==> src/rtl/pipeline_hazard_ctrl.sv <==
// Hazard sequencer for the 5-stage pipeline: load-use stalls, branch flushes,
// multi-cycle MDU freeze/handshake and data-memory wait states.
module pipeline_hazard_ctrl #(
    parameter int unsigned MDU_MAX_CYCLES = 64,
    parameter int unsigned CNT_W          = 16
) (
    input  logic             clk,
    input  logic             rst_n,
    input  logic [4:0]       id_rs1,
    input  logic [4:0]       id_rs2,
    input  logic             id_uses_rs1,
    input  logic             id_uses_rs2,
    input  logic [4:0]       id_ex_rd,
    input  logic             id_ex_memread,
    input  logic             ex_branch_taken,
    input  logic             ex_mdu_op,
    input  logic             mdu_done,
    input  logic             mem_stall,
    output logic             pc_write,
    output logic             if_id_write,
    output logic             id_ex_write,
    output logic             ex_mem_write,
    output logic             mem_wb_write,
    output logic             if_id_flush,
    output logic             id_ex_flush,
    output logic             ex_mem_bubble,
    output logic             mdu_start,
    output logic             mdu_error,
    output logic [CNT_W-1:0] stall_cycles
);

    localparam int unsigned TW = $clog2(MDU_MAX_CYCLES + 1);

    typedef enum logic [1:0] {
        RUN,
        LOAD_STALL,
        MDU_WAIT
    } state_t;

    state_t          r_state;
    state_t          w_next_state;
    logic [TW-1:0]   r_tcnt;
    logic [TW-1:0]   w_tcnt_next;
    logic            r_err;
    logic            w_err_next;
    logic [CNT_W-1:0] r_stall;
    logic            w_load_use;

    assign w_load_use = id_ex_memread && (id_ex_rd != 5'd0) &&
                        ((id_uses_rs1 && (id_rs1 == id_ex_rd)) ||
                         (id_uses_rs2 && (id_rs2 == id_ex_rd)));

    // State register, timeout counter, sticky error and stall counter
    always_ff @(posedge clk or negedge rst_n) begin
        if (!rst_n) begin
            r_state <= RUN;
            r_tcnt  <= '0;
            r_err   <= 1'b0;
            r_stall <= '0;
        end else begin
            r_state <= w_next_state;
            r_tcnt  <= w_tcnt_next;
            r_err   <= w_err_next;
            if (!pc_write && (r_stall != '1))
                r_stall <= r_stall + 1'b1;
        end
    end

    // Next-state logic; a memory wait state freezes everything
    always_comb begin
        w_next_state = r_state;
        w_tcnt_next  = r_tcnt;
        w_err_next   = r_err;
        if (!mem_stall) begin
            unique case (r_state)
                RUN: begin
                    if (ex_branch_taken) begin
                        w_next_state = RUN;
                    end else if (ex_mdu_op) begin
                        w_next_state = MDU_WAIT;
                        w_tcnt_next  = '0;
                    end else if (w_load_use) begin
                        w_next_state = LOAD_STALL;
                    end
                end
                LOAD_STALL: w_next_state = RUN;
                MDU_WAIT: begin
                    if (mdu_done) begin
                        w_next_state = RUN;
                    end else begin
                        w_tcnt_next = r_tcnt + 1'b1;
                        if (r_tcnt == TW'(MDU_MAX_CYCLES - 1)) begin
                            w_next_state = RUN;
                            w_err_next   = 1'b1;
                        end
                    end
                end
                default: w_next_state = RUN;
            endcase
        end
    end

    // Output logic; reset forces a flushed, frozen pipeline asynchronously
    always_comb begin
        pc_write      = 1'b1;
        if_id_write   = 1'b1;
        id_ex_write   = 1'b1;
        ex_mem_write  = 1'b1;
        mem_wb_write  = 1'b1;
        if_id_flush   = 1'b0;
        id_ex_flush   = 1'b0;
        ex_mem_bubble = 1'b0;
        mdu_start     = 1'b0;
        if (!rst_n) begin
            pc_write      = 1'b0;
            if_id_write   = 1'b0;
            id_ex_write   = 1'b0;
            ex_mem_write  = 1'b0;
            mem_wb_write  = 1'b0;
            if_id_flush   = 1'b1;
            id_ex_flush   = 1'b1;
            ex_mem_bubble = 1'b1;
        end else if (mem_stall) begin
            pc_write      = 1'b0;
            if_id_write   = 1'b0;
            id_ex_write   = 1'b0;
            ex_mem_write  = 1'b0;
            mem_wb_write  = 1'b0;
        end else begin
            unique case (r_state)
                RUN: begin
                    if (ex_branch_taken) begin
                        if_id_flush = 1'b1;
                        id_ex_flush = 1'b1;
                    end else if (ex_mdu_op) begin
                        mdu_start     = 1'b1;
                        pc_write      = 1'b0;
                        if_id_write   = 1'b0;
                        id_ex_write   = 1'b0;
                        ex_mem_bubble = 1'b1;
                    end else if (w_load_use) begin
                        pc_write    = 1'b0;
                        if_id_write = 1'b0;
                        id_ex_flush = 1'b1;
                    end
                end
                LOAD_STALL: begin
                end
                MDU_WAIT: begin
                    if (!mdu_done) begin
                        pc_write      = 1'b0;
                        if_id_write   = 1'b0;
                        id_ex_write   = 1'b0;
                        ex_mem_bubble = 1'b1;
                    end
                end
                default: begin
                end
            endcase
        end
    end

    assign mdu_error    = r_err;
    assign stall_cycles = r_stall;

endmodule

==> config.mk <==
export PLATFORM = sky130hd
export DESIGN_NAME = pipeline_hazard_ctrl
export DESIGN_NICKNAME = d
export VERILOG_FILES = /design/src/rtl/pipeline_hazard_ctrl.sv
export SDC_FILE = /design/constraint.sdc
export NUM_CORES = 1
export LEC_CHECK = 0
export BUFFER_PORTS_ARGS = -buffer_cell sky130_fd_sc_hd__buf_2
export CAP_MARGIN = 5
export CORE_MARGIN = 1
export CORE_UTILIZATION = 53
export CTS_BUF_LIST = sky130_fd_sc_hd__clkbuf_16
export DETAILED_ROUTE_END_ITERATION = 12
export HOLD_SLACK_MARGIN = 0.06
export PLACE_DENSITY = 0.91
export SYNTH_ARGS = -nofsm -noshare
export SYNTH_HDL_FRONTEND = slang
export SYNTH_SLANG_ARGS = --single-unit
==> constraint.sdc <==
create_clock -name clk -period 3.5 [get_ports clk]
set_input_delay 0.175 -clock clk [delete_from_list [all_inputs] [get_ports clk]]
set_output_delay 0.175 -clock clk [all_outputs]
set_load 0.005 [all_outputs]
== Word-level counts from Yosys, hierarchy flattened ==
Index checks and enable logic that the tools add are counted.
W data, S select, Z words.
Operators by class
  add/subtract/negate cells: 2
  $mul: 0
  order comparisons: 0
  shift operators: 0
  mux-type cells: 43
  reduce and logical (&&, ||, !) cells: 13
  equal/unequal tests: 10
  div/mod/pow operators: 0
  bitwise operators: 2
Operator list (number)
  $mux W1: 30
  $mux W7: 3
  $add A16 B1 Y16 const B: 1
  $ne A16 B16 Y1 const B: 1
  $pmux W7 S2: 1
  $eq A5 B5 Y1: 2
  $mux W2: 5
  $add A7 B1 Y7 const B: 1
  $eq A7 B6 Y1 const B: 1
  $ne A2 B2 Y1 const B: 3
  $pmux W1 S2: 3
  $logic_and A1 B1 Y1: 5
  $reduce_and A5 Y1: 1
  $reduce_bool A5 Y1: 1
  $ne A4 B4 Y1 const B: 1
  $pmux W2 S2: 1
  $reduce_and A4 Y1: 1
  $ne A3 B3 Y1 const B: 1
  $reduce_and A3 Y1: 1
  $eq A2 B2 Y1 const B: 1
  $logic_not A2 Y1: 1
  $not A1 Y1: 2
  $reduce_bool A2 Y1: 1
  $logic_not A1 Y1: 1
  $logic_or A1 B1 Y1: 1
Word-level totals
  memory bits (writable): 0
  bits of input ports: 24
  flip-flop bits (word level): 26
  memories kept: 0
  output and inout port bits: 26
  bits in latches: 0
  ROM bits: 0
  word-level logic and storage cells: 74

== Longest topological paths before layout ==
  word-level depth: 12
  mapped depth: 8

== Least setup slack after synthesis ==
No wires, ideal clock.
  path type: register to register
  start: register r_stall[0], in the netlist stall_cycles[0]
  end: register r_stall[6], in the netlist stall_cycles[6]
  required time: 3.375 ns
  path buffers: 1
  slack: 1.555 ns
  library setup time: 0.125 ns
  arrival: 1.820 ns
  cell stages (with the launch flop): 9
  clock period less this slack: 1.945 ns
  cell sequence: dfrtp_1 -> ha_1 -> nand3_1 -> nor4_1 -> or3_4 -> o21ai_4 -> buf_6 -> nand4_1 -> xnor2_1
On the way
  longest elaborated chain between the ends: 2
  elaborated cells between the ends (all ways): 3
  classes of those cells: 1 x add/sub; 1 x eq/ne; 1 x reduce/logical
RTL lines
  start, declared: line 46  | logic [CNT_W-1:0] r_stall;
  start signal, assigned: line 65  | r_stall <= r_stall + 1'b1;
  parallel branches: the longest is 2 deep, another holds $add A16 B1 Y16
Several ways; the timed one is not identified.
A chain may end at the register's enable or synchronous reset.

== Worst setup path after layout ==
  start: register r_stall[0], in the netlist stall_cycles[0]
  end: register r_stall[12], in the netlist stall_cycles[12]
Same word-level chain as after synthesis.

==> parameters.txt <==
Parameter                              Value

Clock tree
  Clock insertion delay at the later pin of the skew report ... 0.26 ns
  Hold buffer count at CTS ... 1
  Count of instances resized after the clock tree is built ... 0
  Setup repair bufs after CTS ... 0
  H-Tree Level Count ... 1
  Buffer cell driving the clock tree root ... sky130_fd_sc_hd__clkbuf_16
  Clock tree from TritonCTS ... done
  Maximum buffer depth of the clock tree ... 2
  TritonCTS sink count ... 26
  Num CTS Buffers ... 3
  Clock-pin transition on the worst setup and hold timing paths ... around 0.070 ns

Cells and area
  Final instance area ... 1853 um^2
  Diodes inserted ... 0
  Proportion of layout cells with a drive suffix above 1 ... 30.77%
  Post-layout nets ... 222
  Layout-stage area growth over the synthesis result ... 24.66%
  Post-layout utilization of the core ... approximately 72%

Detailed routing
  Routed vias/inst ... 5.858
  Wire per inst ... between 15 and 20 um
  DRT antenna net count ... 0
  Routed vias ... around 1,300
  Iteration count of the initial detailed-routing pass ... 4
  DR DRC count ... 0
  First-iteration detailed-routing DRC count ... 28
  Final Routed Wirelength ... approximately 3.7 mm

Floorplanning
  Std cell rows ... 18
  Die outline width ... 54.96 um
  Starting density of the core ... between 50% and 60%
  Area of the die ... 3021 um^2
  Height of the chip ... about 55 um
  Total core area ... 2567 um^2
  Count of boundary I/O pins ... 50

STA
  Setup TNS ... 0 ns
  Clk_skew ... between 0.002 and 0.0025 ns
  Final worst-path setup slack ... roughly 1.2 ns
  Number of setup violations in the final report ... 0
  Max frequency ... approximately 440 MHz
  Fin crit period ... around 2.3 ns
  Final clock period utilization by the worst path ... 65.45%
  Slew @ Worst Pin ... 0.6174 ns
  Worst-case hold slack ... approximately 0.17 ns
  Final-report max-slew violation count ... 0
  Setup repair after global routing missed its margin ... false
  Rel. slew slack ... a little under 60%
  Hold Fails Final Rpt ... 0

Placed design
  Post-Place Setup Slack ... 1.279 ns
  Cell area after placement ... 1738 um^2
  Post-DP HPWL ... 2.614 mm
  IO buf count ... 49
  Routability congestion estimate from global placement ... 0.8165

Yosys
  Post-Syn Nets ... 171
  Register bit count reported by yosys ... 26
  Primary flip-flop cell chosen by synthesis mapping ... sky130_fd_sc_hd__dfrtp_1
  Cell area after synthesis ... ~1500 um^2
  Number of distinct library cell variants in the gate-level netlist after synthesis ... 38
  Count of flip-flops with a built-in enable after synthesis ... 0
  Warnings, synthesis ... 0
  Asr flop ratio synth ... 100.0%
  Synthesized netlist cell count ... approximately 150
  Post-synthesis area per instance ... ~10 um^2
  Sequential area share after synthesis ... between 40% and 50%

Flow run
  Max cap viols ... 0

Setup path
  Critical Path Start Type ... flop
  Type of the worst setup path ... flop to flop
  Data arrival time at the worst-slack endpoint ... approximately 2.5 ns
  Cells traversed along the worst timing path ... ha_1 -> nand3_1 -> nor4_1 -> or3_4 -> o21ai_4 -> nor4b_4 -> xor2_1
  Delay contributed by the slowest stage of the critical path ... about 0.42 ns
  Required time of the worst setup path ... between 3 and 4 ns
  Kind of end point of the critical path ... flop
  Critical-path cell with the highest stage delay ... sky130_fd_sc_hd__dfrtp_1
  CP Max Fanout ... 16

Power and ir drop
  Lkg Pwr ... 0.8811 nW
  Power per cell area ... around 550 nW/um^2
  Highest ir drop seen on vdd ... between 0.5 and 0.6 mV

Worst hold path
  Hold Path Class ... input pin to flop

Outcome
  Result of the run ... completed

GRT
  Largest net degree at the start of global routing ... 31
  Vias in the first global route ... 1,196
  Overall routing resource usage ... 25.99%
  Total global routing overflow ... 0
  Initial antenna violation count ... 0
  First-pass GRT wire length ... about 5.5 mm
stage by stage:
stage,power (W),std cells
3_5_place_dp,0.0006800,220
2_1_floorplan,0.0005715,145
3_3_place_gp,0.0006616,220
6_report,0.001013,225
5_1_grt,0.001065,225
4_1_cts,0.001015,225
critical path, delay by kind of cell, from the launching register on:
kind | cells | cell delay (ns)
xor gates and xnor gates | 1 | 0.20
DFF | 1 | 0.42
AOI/OAI and AO/OA | 1 | 0.36
adders and majority gates | 1 | 0.26
and+or+nand+nor | 4 | 0.95
registers in the layout, indices dropped and copies added, names as in the netlist:
register,cells
stall_cycles,16
r_tcnt,7
r_state,2
mdu_error,1
cell families after synthesis:
family	count (synthesis)	share of synthesized area, %
xor gates and xnor gates	30	17.68
and+or+nand+nor	66	25.93
muxes	3	2.188
AOI/OAI and AO/OA	12	6.145
DFF	26	43.77
buffers and inverters	6	2.609
adders and majority gates	2	1.683
cell type report:
class,count,area (um^2)
clock buffers,3,75.07
flip-flops and latches,26,650.6
repair buffers,50,255.2
clock inverters,1,30.03
inverters,2,7.507
multi-input cells,113,797.0
well taps,30,37.54
fillers,199,714.4
layer usage:
layer | wire length (um) | share of wire (%) | track usage [%]
met1 | 1486 | 41 | 30.77
met2 | 1971 | 54 | 47.19
met3 | 139 | 3.8 | 4.372
met4 | 55 | 1.5 | 8.750
met5 | 0 | 0 | 0
synth_stat cells, types with 2 or more instances:
cell                       instances  area (um^2)
sky130_fd_sc_hd__nor2b_1           2        12.51
sky130_fd_sc_hd__ha_1              2        25.02
sky130_fd_sc_hd__dfrtp_1          26        650.6
sky130_fd_sc_hd__and3_1            2        12.51
sky130_fd_sc_hd__nor3_1            2        10.01
sky130_fd_sc_hd__nor2_1           13        48.80
sky130_fd_sc_hd__a21o_1            2        15.01
sky130_fd_sc_hd__inv_1             2        7.510
sky130_fd_sc_hd__o21bai_1          2        15.01
sky130_fd_sc_hd__nand2_1          11        41.29
sky130_fd_sc_hd__nand2b_1          2        12.51
sky130_fd_sc_hd__o21ai_0           2        10.01
sky130_fd_sc_hd__xnor2_1          17        148.9
sky130_fd_sc_hd__nor3b_1           2        15.01
sky130_fd_sc_hd__xor2_1           13        113.9
sky130_fd_sc_hd__o21ai_1           2        10.01
sky130_fd_sc_hd__nand3_1           8        40.04
sky130_fd_sc_hd__buf_4             2        15.01
sky130_fd_sc_hd__mux2_2            2        22.52
sky130_fd_sc_hd__nor4_1            3        18.77
sky130_fd_sc_hd__nand4_1          11        68.82
power by group:
group / switching [W] / internal [W]
Combinational: 0.000113 / 0.000126
Sequential: 0.0000799 / 0.000360
Clock: 0.000106 / 0.000228
Total: 0.000299 / 0.000714
final timing paths:
check / startpoint / to / slack, ns / cells after the start
max in group asynchronous: rst_n / stall_cycles[8] / 2.63 / 2
hold / removal: ex_branch_taken / r_state[0] / 0.17 / 2
min in group asynchronous: rst_n / r_tcnt[4] / 0.46 / 2
hold reg to reg: mdu_error / mdu_error / 0.45 / 1
setup reg to reg: stall_cycles[0] / stall_cycles[12] / 1.21 / 7
setup / recovery: stall_cycles[0] / stall_cycles[12] / 1.21 / 7
placed cells by master, fill, tap and decap left out, drive strengths merged, types with 3 or more instances in the layout:
cell,instances
nor4b,3
nor2,13
o21ai,5
xor2,13
buf,49
nand4,11
dfrtp,26
xnor2,17
clkbuf,3
nand2,11
nor4,3
nand3,8
(Power assumes the default switching activity.)
